==> config.mk <==
export PLATFORM = sky130hd
export DESIGN_NAME = caesar_cipher_gm
export DESIGN_NICKNAME = d
export VERILOG_FILES = /design/src/rtl/caesar_pkg.sv /design/src/rtl/onehot26_enc.sv /design/src/rtl/caesar_cipher_gm.sv
export SDC_FILE = /design/constraint.sdc
export NUM_CORES = 1
export LEC_CHECK = 0
export ABC_AREA = 1
export BUFFER_PORTS_ARGS = -buffer_cell sky130_fd_sc_hd__clkbuf_2
export CAP_MARGIN = 20
export CORE_MARGIN = 3
export CORE_UTILIZATION = 45
export CTS_CLUSTER_SIZE = 8
export DETAILED_ROUTE_END_ITERATION = 10
export PLACE_DENSITY = 0.75
export SLEW_MARGIN = 25
export SYNTH_ARGS = -nofsm -noshare
export SYNTH_HDL_FRONTEND = slang
export SYNTH_SLANG_ARGS = --single-unit
==> constraint.sdc <==
create_clock -name clk -period 1 [get_ports clk]
set_clock_uncertainty 0.15 [all_clocks]
set_input_delay 0.2 -clock clk [delete_from_list [all_inputs] [get_ports clk]]
set_output_delay 0.2 -clock clk [all_outputs]
set_load 0.02 [all_outputs]
==> src/rtl/caesar_pkg.sv <==
// Shared constants and types for the single-character Caesar cipher engine.
package caesar_pkg;
    localparam int         ALPHA_LEN     = 26;
    localparam logic [5:0] ALPHA_LEN6    = 6'd26;
    localparam logic [7:0] ASCII_LOWER_A = 8'h61;
    localparam logic [7:0] ASCII_UPPER_A = 8'h41;
    localparam logic [7:0] ASCII_QMARK   = 8'h3F;

    typedef logic [4:0] alpha_idx_t;
endpackage

==> src/rtl/onehot26_enc.sv <==
// 26-bit select vector to index encoder: lowest set bit wins, plus "any" and "exactly one" flags.
module onehot26_enc
    import caesar_pkg::*;
(
    input  logic [ALPHA_LEN-1:0] vec_i,
    output alpha_idx_t           idx_o,
    output logic                 any_o,
    output logic                 onehot_ok_o
);

    // Scan from the top so the lowest asserted index is the last (winning) write.
    always_comb begin
        idx_o = '0;
        for (int i = ALPHA_LEN - 1; i >= 0; i--) begin
            if (vec_i[i]) begin
                idx_o = alpha_idx_t'(i);
            end
        end
    end

    assign any_o       = |vec_i;
    assign onehot_ok_o = any_o && ((vec_i & (vec_i - 26'd1)) == '0);

endmodule

==> src/rtl/caesar_cipher_gm.sv <==
// Registered single-character Caesar cipher: one-hot letter and shift in, ASCII letter out.
// Optional macro ONEHOT_CHECK_EN: non-one-hot selects register '?' instead of lowest-bit-wins.
module caesar_cipher_gm
    import caesar_pkg::*;
#(
    parameter logic [7:0] RESET_CHAR = 8'h00
) (
    input  logic       clk,
    input  logic       rst_n,
    input  logic       a, b, c, d, e, f, g, h, i, j, k, l, m,
    input  logic       n, o, p, q, r, s, t, u, v, w, x, y, z,
    input  logic       i1, i2, i3, i4, i5, i6, i7, i8, i9, i10, i11, i12, i13,
    input  logic       i14, i15, i16, i17, i18, i19, i20, i21, i22, i23, i24, i25, i26,
    input  logic       cap,
    input  logic       en,
    output logic [0:7] out
);

    logic [ALPHA_LEN-1:0] letter_vec;
    logic [ALPHA_LEN-1:0] shift_vec;
    alpha_idx_t           letter_idx;
    alpha_idx_t           shift_idx;
    logic                 shift_any;
    logic [5:0]           letter6;
    logic [5:0]           shift6;
    logic [5:0]           sum_raw;
    logic [5:0]           rot;
    logic [7:0]           char_d;
    logic [7:0]           char_q;

    assign letter_vec = {z, y, x, w, v, u, t, s, r, q, p, o, n,
                         m, l, k, j, i, h, g, f, e, d, c, b, a};
    assign shift_vec  = {i26, i25, i24, i23, i22, i21, i20, i19, i18, i17, i16, i15, i14,
                         i13, i12, i11, i10, i9, i8, i7, i6, i5, i4, i3, i2, i1};

`ifdef ONEHOT_CHECK_EN
    logic letter_ok;
    logic shift_ok;
`endif

    onehot26_enc u_letter_enc (
        .vec_i       (letter_vec),
        .idx_o       (letter_idx),
        .any_o       (),
`ifdef ONEHOT_CHECK_EN
        .onehot_ok_o (letter_ok)
`else
        .onehot_ok_o ()
`endif
    );

    onehot26_enc u_shift_enc (
        .vec_i       (shift_vec),
        .idx_o       (shift_idx),
        .any_o       (shift_any),
`ifdef ONEHOT_CHECK_EN
        .onehot_ok_o (shift_ok)
`else
        .onehot_ok_o ()
`endif
    );

    // Shift bit k means shift k+1; an empty shift select is the identity shift of 26.
    assign letter6 = {1'b0, letter_idx};
    assign shift6  = shift_any ? ({1'b0, shift_idx} + 6'd1) : ALPHA_LEN6;

    // Decrypt adds 26 first so the 6-bit intermediate never goes negative (range 0..50).
    assign sum_raw = en ? (letter6 + ALPHA_LEN6 - shift6) : (letter6 + shift6);
    assign rot     = (sum_raw >= ALPHA_LEN6) ? (sum_raw - ALPHA_LEN6) : sum_raw;

    always_comb begin
        char_d = (cap ? ASCII_UPPER_A : ASCII_LOWER_A) + {2'b00, rot};
`ifdef ONEHOT_CHECK_EN
        if (!(letter_ok && shift_ok)) begin
            char_d = ASCII_QMARK;
        end
`endif
    end

    always_ff @(posedge clk or negedge rst_n) begin
        if (!rst_n) begin
            char_q <= RESET_CHAR;
        end else begin
            char_q <= char_d;
        end
    end

    // out is declared [0:7]; value assignment puts char_q[7] on out[0], the MSB.
    assign out = char_q;

endmodule

==> results of run 1 <==
-- layout by cell type, fill, tap and decap left out, types with 5 or more instances in the layout --
cell type / count
sky130_fd_sc_hd__a21oi_1: 8
sky130_fd_sc_hd__buf_4: 73
sky130_fd_sc_hd__buf_6: 14
sky130_fd_sc_hd__clkbuf_2: 54
sky130_fd_sc_hd__dfrtp_1: 8
sky130_fd_sc_hd__ha_1: 8
sky130_fd_sc_hd__ha_4: 8
sky130_fd_sc_hd__inv_1: 62
sky130_fd_sc_hd__inv_2: 13
sky130_fd_sc_hd__nand2_1: 71
sky130_fd_sc_hd__nand2_2: 5
sky130_fd_sc_hd__nand3_1: 10
sky130_fd_sc_hd__nor2_1: 38
sky130_fd_sc_hd__nor2_4: 6
-- cell usage after synthesis, types with 2 or more instances --
cell type                  number  share of area
sky130_fd_sc_hd__a21oi_1       12          0.036
sky130_fd_sc_hd__a31oi_1        2         0.0075
sky130_fd_sc_hd__dfrtp_1        8           0.12
sky130_fd_sc_hd__fa_1           2          0.024
sky130_fd_sc_hd__ha_1          17           0.13
sky130_fd_sc_hd__inv_1         70           0.16
sky130_fd_sc_hd__inv_2          7          0.016
sky130_fd_sc_hd__nand2_1       75           0.17
sky130_fd_sc_hd__nand2_2        3          0.011
sky130_fd_sc_hd__nand3_1       11          0.033
sky130_fd_sc_hd__nor2_1        42          0.094
sky130_fd_sc_hd__nor2_2         5          0.019
sky130_fd_sc_hd__nor3_1         3         0.0090
sky130_fd_sc_hd__nor4_1         3          0.011
sky130_fd_sc_hd__o21ai_0        3         0.0090
sky130_fd_sc_hd__o21ai_1        2         0.0060
sky130_fd_sc_hd__o21ai_2        5          0.026
sky130_fd_sc_hd__o21bai_1       3          0.013
sky130_fd_sc_hd__o311ai_0       2          0.010
sky130_fd_sc_hd__xnor2_1        2          0.010
sky130_fd_sc_hd__xor2_1         7          0.037
-- critical path: cells and delay by family --
kind	cells	cell delay, ns
compound gates	4	0.51
fa+ha+maj	2	0.47
simple gates	36	2.48
xor+xnor	2	0.31
buf+inv	6	0.60
-- cell type report --
type / count / area [µm²]
multi-input cells: 208 / 1410
repair buffers: 143 / 1010
fillers: 205 / 409
inverters: 78 / 310
flip-flops and latches: 8 / 200
well taps: 46 / 57.6
clock buffers: 3 / 41.3
-- stage by stage --
| step | power (W) | instance area [µm²] | hold slack, ns | worst slack [ns] |
|---|---|---|---|---|
| after floorplan | 0.00130 | 1740 | -0.246 | -3.21 |
| after global placement | 0.00194 | 2600 | -0.107 | -3.59 |
| after detailed placement | 0.00199 | 2600 | -0.101 | -3.70 |
| after CTS | 0.00263 | 2840 | 0.203 | -3.39 |
| after global routing | 0.00329 | 3030 | 0.238 | -4.01 |
| final | 0.00309 | 3030 | 0.215 | -3.64 |
-- layer usage --
layer / part of all wire / up-vias / global-route usage
met4: 0.078 / 0 / 0.0962
met5: 0 / - / 0
li1: - / 1188 / -
met1: 0.34 / 1069 / 0.240
met3: 0.071 / 54 / 0.0219
met2: 0.51 / 155 / 0.462
-- logic make-up after synthesis --
logic type      share of synthesized area
xor+xnor                           0.0570
flops                               0.120
compound gates                      0.122
fa+ha+maj                           0.151
buf+inv                             0.179
simple gates                        0.370
-- power by group through the flow --
stage / clock [W] / sequential [W] / combinational (W)
6_report: 0.000396 / 0.000489 / 0.00221
5_1_grt: 0.000405 / 0.000497 / 0.00239
4_1_cts: 0.000378 / 0.000458 / 0.00180
3_5_place_dp: 0 / 0.000463 / 0.00153
3_3_place_gp: 0 / 0.000453 / 0.00148
2_1_floorplan: 0 / 0.000591 / 0.000708
-- how the worst max path moves through the flow --
stage               from          endpoint  depth (start not counted)
detailed placement   i25  out[1]$_DFF_PN0_                         44
CTS                  i25  out[3]$_DFF_PN0_                         44
floorplan            i25  out[1]$_DFF_PN0_                         43
global placement     i25  out[2]$_DFF_PN0_                         45
global route         i25  out[2]$_DFF_PN0_                         49
finish               i25  out[2]$_DFF_PN0_                         50
-- timing repair --
| action | CTS | global route |
|---|---|---|
| buffers inserted | 7 | 7 |
| endpoints found under the hold margin | 8 | 0 |
| gates resized for setup | 27 | 43 |
| hold buffers | 1 | 0 |
| pin swaps | 12 | 8 |
| setup endpoints to repair | 16 | 16 |
==> impl_metrics.json, run 1 <==
{
  "failed_checks": "setup timing",
  "synth-seq-cells": 8,
  "layout.core_utilization": 0.881,
  "io_buffers": 63,
  "timing.final.max_slew_violations": 0,
  "netlist_instances": 295,
  "power_density_nw_per_um2": 1020,
  "run_status": "complete, but fails checks",
  "insertedDiodeCount": 0,
  "layout_area_growth_over_synthesis_pct": 81.7,
  "power.ir.vdd_worst_mv": 0.420,
  "tightest_slew_margin_relative_to_the_limit": 0.661,
  "timing.critical_path.fanout_max": 3,
  "cts_tree": "done",
  "post-route-drc-count": 0,
  "critical_path.max_stage_delay_ns": 0.29,
  "grt_start_max_net_pins": 9,
  "cp.arrival_ns": 4.60,
  "worst_setup_hold_path_clk_slew_ns": 0.04,
  "p_sw_w": 0.00133,
  "tritoncts.num_buffers": 3,
  "synth_async_sr_flop_share": 1.00,
  "finalWirelength_um": 6780,
  "synth_top_flop_cell": "sky130_fd_sc_hd__dfrtp_1",
  "die_w_um": 66.9,
  "required_time_at_the_endpoint_of_the_critical_path_ns": 0.96,
  "grt_first_pass_wirelength_um": 8150,
  "die_area_um2": 4480,
  "most_frequent_cell_on_critical_path": "sky130_fd_sc_hd__nand2_1",
  "hold_class": "in2async",
  "clock.fmax_mhz": 216,
  "timing_worst_slew_pin_value_ns": 0.507,
  "initialDrtViolationCount": 182,
  "fin_ws_ns": -3.64,
  "dpl.cell_count": 469,
  "cts.path.max_buffers": 2,
  "final_net_count": 517,
  "postSynthNetCount": 370,
  "count_of_yosys_warnings_during_synthesis": 0,
  "htree_num_levels": 1,
  "wire_per_inst_um": 13.9,
  "power.clock.fraction": 0.128,
  "hpwlAfterDp_um": 3650,
  "power.share.switching": 0.429,
  "core_region_area_um2": 3440,
  "antenna_violations_before_repair": 0,
  "power_leakage_nw": 1.75,
  "largest_register_ffs": 8,
  "clkSinkCount": 8,
  "post_route_cells_drive_above_1_share": 0.464,
  "cts_root_buffer": "sky130_fd_sc_hd__clkbuf_8",
  "initial_utilization": 0.485,
  "number_of_nets_with_antenna_violations_after_routing": 0,
  "syn_area_um2": 1670,
  "grt_setup_unrepaired": "true",
  "p_seq_frac": 0.158,
  "period_utilization": 4.64,
  "crit_path_start_kind": "input pin",
  "setup-tns-final_ns": -26.93,
  "setup_violations": 16,
  "vias": 2466,
  "path_class": "in2reg",
  "cp_slowest_cell": "sky130_fd_sc_hd__ha_4",
  "grt.overflow.total": 0,
  "cap_violations": 0,
  "die_height_um": 66.9,
  "floorplan.io_pins": 64,
  "end_kind": "flop",
  "synthesized_area_per_cell_um2": 5.66,
  "floorplan.rows": 21,
  "number_of_endpoints_with_negative_hold_slack_in_the_final_report": 0,
  "post_synth_num_cell_types": 32,
  "pwr-share-comb": 0.714,
  "synth-seq-area-share": 0.120,
  "grt_pass1_vias": 2131,
  "route.detailed.vias_per_inst": 5.07,
  "place_congestion": 0.829,
  "global_route.usage.total": 0.232,
  "synth_enable_flop_cells": 0,
  "cellInternalPower_w": 0.00176,
  "layout_min_cycle_time_ns": 4.64,
  "dr.pass1.iters": 5,
  "fin_cells": 486
}
No activity file was read; power rests on OpenSTA's default activity.
==> run 2, diff against run 1 <==
PLACE_DENSITY = 0.7   (was 0.75)
SYNTH_HIERARCHICAL = 1   (was unset)
==> run 2 against run 1 <==
Effect of this change:
- the run still ends with setup timing left
- sequential power shrank 6.5%
- design area grew 12%
- clock-buffer cell count is the same
- via count rose by 10%
- worst setup slack better by 0.20 ns
- sequential share of layout area fell by 0.72 points
- area after synthesis is 26% higher
- utilization down 11 points
- critical path type unchanged
- largest cell class unchanged
==> impl_metrics.json, run 2 <==
{
  "finalWirelength_um": 6060,
  "min_delay_path_depth": 4,
  "fillers": 348,
  "route.detailed.vias_per_inst": 4.68,
  "insertedDiodeCount": 0,
  "layout.cells.most_common": "sky130_fd_sc_hd__nand2_1",
  "count_of_yosys_warnings_during_synthesis": 6,
  "area_of_all_placed_cells_without_fillers_um2": 3400,
  "required_time_at_the_endpoint_of_the_critical_path_ns": 1.00,
  "antenna_violations_before_repair": 0,
  "wire_per_inst_um": 10.4,
  "timing.critical_path.fanout_max": 3,
  "layout.core_utilization": 0.771,
  "grt_setup_unrepaired": "true",
  "power_leakage_nw": 2.04,
  "hold_class": "in2reg",
  "die_w_um": 74.3,
  "htree_num_levels": 1,
  "setup_violations": 16,
  "initial_utilization": 0.475,
  "path_class": "in2reg",
  "dpl_cell_area_um2": 3030,
  "die_height_um": 74.3,
  "worst-path-buf-inv": 7,
  "syn_area_um2": 2100,
  "io_buffers": 63,
  "cp_slowest_cell": "sky130_fd_sc_hd__fa_2",
  "end_kind": "flop",
  "postSynthNetCount": 467,
  "power.ir.vdd_worst_mv": 0.572,
  "initialDrtViolationCount": 137,
  "cts_root_buffer": "sky130_fd_sc_hd__clkbuf_8",
  "number_of_nets_with_antenna_violations_after_routing": 0,
  "floorplan.io_pins": 64,
  "floorplan.rows": 24,
  "grt.overflow.total": 0,
  "number_of_endpoints_with_negative_hold_slack_in_the_final_report": 0,
  "grt_start_max_net_pins": 9,
  "timing_worst_slew_pin_value_ns": 0.433,
  "vias": 2721,
  "grt_pass1_vias": 2415,
  "dr.pass1.iters": 4,
  "final_net_count": 610,
  "run_status": "complete, but fails checks",
  "most-common-layout-cells": "sky130_fd_sc_hd__nand2_1 (104), sky130_fd_sc_hd__inv_1 (87), sky130_fd_sc_hd__buf_4 (70), sky130_fd_sc_hd__clkbuf_2 (54), sky130_fd_sc_hd__nor2_1 (38)",
  "fin_ws_ns": -3.44,
  "layout_area_growth_over_synthesis_pct": 62.2,
  "worst_setup_hold_path_clk_slew_ns": 0.04,
  "largest_register_ffs": 8,
  "die_area_um2": 5520,
  "hpwlAfterDp_um": 4680,
  "hold_path_startpoint": "cap",
  "setup-tns-final_ns": -25.40,
  "clock.fmax_mhz": 225,
  "grt_first_pass_wirelength_um": 9160,
  "cts.path.max_buffers": 2,
  "tightest_slew_margin_relative_to_the_limit": 0.712,
  "cts_tree": "done",
  "critical-path-top-delay-family": "simple AND/OR/NAND/NOR gates",
  "worstHoldEndpoint": "out[1]$_DFF_PN0_",
  "place_congestion": 0.886,
  "period_utilization": 4.44,
  "cp.arrival_ns": 4.43,
  "layout_min_cycle_time_ns": 4.44,
  "cap_violations": 0,
  "synthesized_area_per_cell_um2": 5.39,
  "global_route.usage.total": 0.201,
  "most_frequent_cell_on_critical_path": "sky130_fd_sc_hd__nand2_1",
  "failed_checks": "setup timing",
  "clkSinkCount": 8,
  "crit_path_start_kind": "input pin",
  "timing.final.max_slew_violations": 0,
  "netlist_instances": 389,
  "core_region_area_um2": 4410,
  "critical_path.max_stage_delay_ns": 0.43,
  "post_route_cells_drive_above_1_share": 0.426,
  "post-route-drc-count": 0,
  "power_density_nw_per_um2": 862,
  "tritoncts.num_buffers": 3,
  "dp_worst_setup_slack_ns": -3.74,
  "crit_path_start": "i25"
}
[run 2: per-stage QoR]
| step | instances | hold slack (ns) | total power, W |
|---|---|---|---|
| 4_1_cts | 581 | 0.198 | 0.00252 |
| 6_report | 582 | 0.193 | 0.00293 |
| 2_1_floorplan | 389 | -0.246 | 0.00132 |
| 5_1_grt | 582 | 0.215 | 0.00315 |
| 3_3_place_gp | 568 | -0.105 | 0.00195 |
| 3_5_place_dp | 568 | -0.103 | 0.00199 |
[run 2: layout make-up]
cell class	count	area (µm²)	share of cell area
Multi-Input combinational cell	271	1700	0.500
Timing Repair Buffer	139	967	0.284
Inverter	109	427	0.125
Sequential cell	8	200	0.0588
Tap cell	52	65.1	0.0191
Clock buffer	3	41.3	0.0121
[run 2: report_power, final]
part           switching (W)  internal [W]
clock network       0.000128      0.000261
registers          0.0000455      0.000412
logic                0.00105       0.00103
[run 2: timing repair]
item	4_1_cts	5_1_grt
gates resized for setup	15	58
buffers inserted	9	4
hold buffers	1	0
pin swaps	7	20
endpoints found under the setup margin	16	16
hold endpoints to repair	8	0
[run 2: worst max-delay path by stage]
| stage | cells after the start | slack, ns | to |
|---|---|---|---|
| floorplan | 43 | -3.24 | out[1]$_DFF_PN0_ |
| global placement | 44 | -3.63 | out[1]$_DFF_PN0_ |
| detailed placement | 44 | -3.74 | out[1]$_DFF_PN0_ |
| CTS | 44 | -3.33 | out[1]$_DFF_PN0_ |
| global route | 44 | -3.76 | out[3]$_DFF_PN0_ |
| finish | 46 | -3.44 | out[1]$_DFF_PN0_ |
[run 2: routing by layer]
| metal | GRT usage | vias to the layer above | wire [µm] |
|---|---|---|---|
| li1 | - | 1442 | - |
| met1 | 0.231 | 1165 | 2130 |
| met2 | 0.395 | 94 | 3370 |
| met3 | 0.00946 | 20 | 352 |
| met4 | 0.0613 | 0 | 208 |
| met5 | 0 | - | 0 |
==> run 3, diff against run 2 <==
CELL_PAD_IN_SITES_DETAIL_PLACEMENT = 2   (was unset)
CELL_PAD_IN_SITES_GLOBAL_PLACEMENT = 2   (was unset)
CORE_ASPECT_RATIO = 1.1   (was unset)
CORE_UTILIZATION = 29   (was 45)
PLACE_DENSITY = 0.89   (was 0.7)
==> run 3 against run 2 <==
Effect of this change:
- the run now fails in detailed placement (3_5_place_dp)
- area after synthesis unchanged
- synthesized cell count unchanged
==> impl_metrics.json, run 3 <==
{
  "io_buffers": 63,
  "floorplan.rows": 31,
  "halt_point_of_the_flow": "detailed placement (3_5_place_dp)",
  "syn_area_um2": 2100,
  "synthesized_area_per_cell_um2": 5.39,
  "hpwlAfterDp_um": 8660,
  "place_congestion": 0.784,
  "netlist_instances": 389,
  "initial_utilization": 0.309,
  "floorplan.io_pins": 64,
  "count_of_yosys_warnings_during_synthesis": 6,
  "run_status": "aborted with a tool error",
  "postSynthNetCount": 467,
  "toolErrorMsg": "[ERROR DPL-0033] detailed placement checks failed during check placement.",
  "die_w_um": 87.1,
  "die_height_um": 95.2
}
run 3: through the flow:
step	cell area, µm²	setup WS, ns	cells
global placement	3110	-3.78	604
floorplan	2160	-3.24	389
==> run 4, diff against run 3 <==
CELL_PAD_IN_SITES_DETAIL_PLACEMENT = unset   (was 2)
CELL_PAD_IN_SITES_GLOBAL_PLACEMENT = unset   (was 2)
CORE_ASPECT_RATIO = unset   (was 1.1)
CORE_UTILIZATION = 30   (was 29)
CTS_CLUSTER_SIZE = unset   (was 8)
PLACE_DENSITY = unset   (was 0.89)
PLACE_DENSITY_LB_ADDON = 0.15   (was unset)
==> run 4 against run 3 <==
Effect of this change:
- the flow now finishes, with violations (setup timing)
==> impl_metrics.json, run 4 (synthesis gave the netlist of run 2 again) <==
{
  "grt_first_pass_wirelength_um": 8720,
  "htree_num_levels": 1,
  "cts.path.max_buffers": 2,
  "fillers": 691,
  "place_congestion": 0.878,
  "power_leakage_nw": 2.05,
  "p_sw_w": 0.00109,
  "timing.critical_path.fanout_max": 3,
  "die_area_um2": 8030,
  "fin_ws_ns": -3.41,
  "insertedDiodeCount": 0,
  "path_class": "in2reg",
  "most-common-layout-cells": "sky130_fd_sc_hd__nand2_1 (109), sky130_fd_sc_hd__inv_1 (88), sky130_fd_sc_hd__buf_4 (72), sky130_fd_sc_hd__clkbuf_2 (54), sky130_fd_sc_hd__nor2_1 (37)",
  "tritoncts.num_buffers": 3,
  "p_seq_frac": 0.163,
  "critical_path.max_stage_delay_ns": 0.39,
  "final_net_count": 611,
  "antenna_violations_before_repair": 0,
  "post_route_cells_drive_above_1_share": 0.427,
  "number_of_nets_with_antenna_violations_after_routing": 0,
  "cellInternalPower_w": 0.00166,
  "pwr-share-comb": 0.702,
  "cp.arrival_ns": 4.40,
  "worst_setup_hold_path_clk_slew_ns": 0.04,
  "power.share.switching": 0.397,
  "global_route.usage.total": 0.131,
  "dp_worst_setup_slack_ns": -3.76,
  "layout.cells.most_common": "sky130_fd_sc_hd__nand2_1",
  "setup_violations": 16,
  "power_density_nw_per_um2": 791,
  "cap_violations": 0,
  "grt_setup_unrepaired": "true",
  "most_frequent_cell_on_critical_path": "sky130_fd_sc_hd__nand2_1",
  "timing_worst_slew_pin_value_ns": 0.298,
  "dr.pass1.iters": 5,
  "multi_input_comb_area_um2": 1730,
  "grt_pass1_vias": 2227,
  "report.power.total_w": 0.00275,
  "route.detailed.vias_per_inst": 4.08,
  "hold_class": "in2reg",
  "number_of_endpoints_with_negative_hold_slack_in_the_final_report": 0,
  "period_utilization": 4.41,
  "io_buffers": 63,
  "layout_area_growth_over_synthesis_pct": 65.8,
  "clock.fmax_mhz": 227,
  "floorplan.io_pins": 64,
  "cts_root_buffer": "sky130_fd_sc_hd__clkbuf_8",
  "post-route-drc-count": 0,
  "grt_start_max_net_pins": 9,
  "layout_min_cycle_time_ns": 4.41,
  "sequential_cell_area_um2": 200,
  "run_status": "complete, but fails checks",
  "hpwlAfterDp_um": 4610,
  "floorplan.rows": 29,
  "tightest_slew_margin_relative_to_the_limit": 0.801,
  "die_height_um": 89.6,
  "crit_path_start_kind": "input pin",
  "failed_checks": "setup timing",
  "finalWirelength_um": 5310,
  "timing.final.max_slew_violations": 0,
  "grt.overflow.total": 0,
  "power.clock.fraction": 0.136,
  "end_kind": "flop",
  "initial_utilization": 0.319,
  "vias": 2546,
  "wire_per_inst_um": 8.51,
  "core_region_area_um2": 6570,
  "required_time_at_the_endpoint_of_the_critical_path_ns": 1.00,
  "initialDrtViolationCount": 36,
  "largest_register_ffs": 8,
  "clkSinkCount": 8,
  "cp_slowest_cell": "sky130_fd_sc_hd__fa_2",
  "power.ir.vdd_worst_mv": 0.428,
  "cts_tree": "done",
  "die_w_um": 89.6
}
-- run 4: metrics by stage --
stage                     area, µm²  TNS, ns  hold WS [ns]  cells  utilization
after detailed placement       3090   -27.07        -0.101    610        0.470
after CTS                      3300   -25.12         0.186    622        0.502
after floorplan                2160   -22.91        -0.246    389            -
after global placement         3090   -26.96        -0.101    610        0.470
after global routing           3480   -28.27         0.203    624        0.530
final                          3480   -24.75         0.175    624        0.530
-- run 4: layout make-up --
class,count,area share
Clock buffer,3,0.0119
Tap cell,93,0.0334
Inverter,109,0.122
Timing Repair Buffer,140,0.279
Sequential cell,8,0.0575
Multi-Input combinational cell,271,0.496
-- run 4: per-layer routing --
layer / part of all wire / routed length, µm / GRT usage
met2: 0.50 / 2640 / 0.238
met5: 0 / 0 / 0
met4: 0.0098 / 52 / 0.0392
met1: 0.46 / 2440 / 0.167
met3: 0.033 / 177 / 0.00456
-- run 4: repair_timing --
item                       CTS  global route
pin swaps                   19            24
buffers inserted             9             3
hold endpoints to repair     8             0
setup endpoints to repair   16            16
resized for setup           20            48
hold buffers                 1             0
-- run 4: path summary, 6_finish.rpt --
kind	start	end	slack [ns]	depth (start not counted)
min in group asynchronous	rst_n	out[6]$_DFF_PN0_	0.20	2
max in group asynchronous	rst_n	out[1]$_DFF_PN0_	0.34	2
max	i25	out[1]$_DFF_PN0_	-3.41	43
min	cap	out[1]$_DFF_PN0_	0.17	4
-- run 4: power groups by stage --
stage	Sequential [W]	Combinational (W)	Clock, W
floorplan	0.000552	0.000772	0
global placement	0.000434	0.00150	0
detailed placement	0.000431	0.00153	0
CTS	0.000427	0.00168	0.000381
global route	0.000462	0.00216	0.000402
finish	0.000449	0.00193	0.000373
-- run 4: worst max-delay path: cells and delay by family --
| family | cells | cell delay, ns |
|---|---|---|
| buffers and inverters | 5 | 0.36 |
| AO/OA/AOI/OAI | 3 | 0.51 |
| AND/OR/NAND/NOR | 28 | 1.71 |
| adder cells (fa/ha/maj) | 5 | 1.33 |
| XOR/XNOR | 2 | 0.28 |
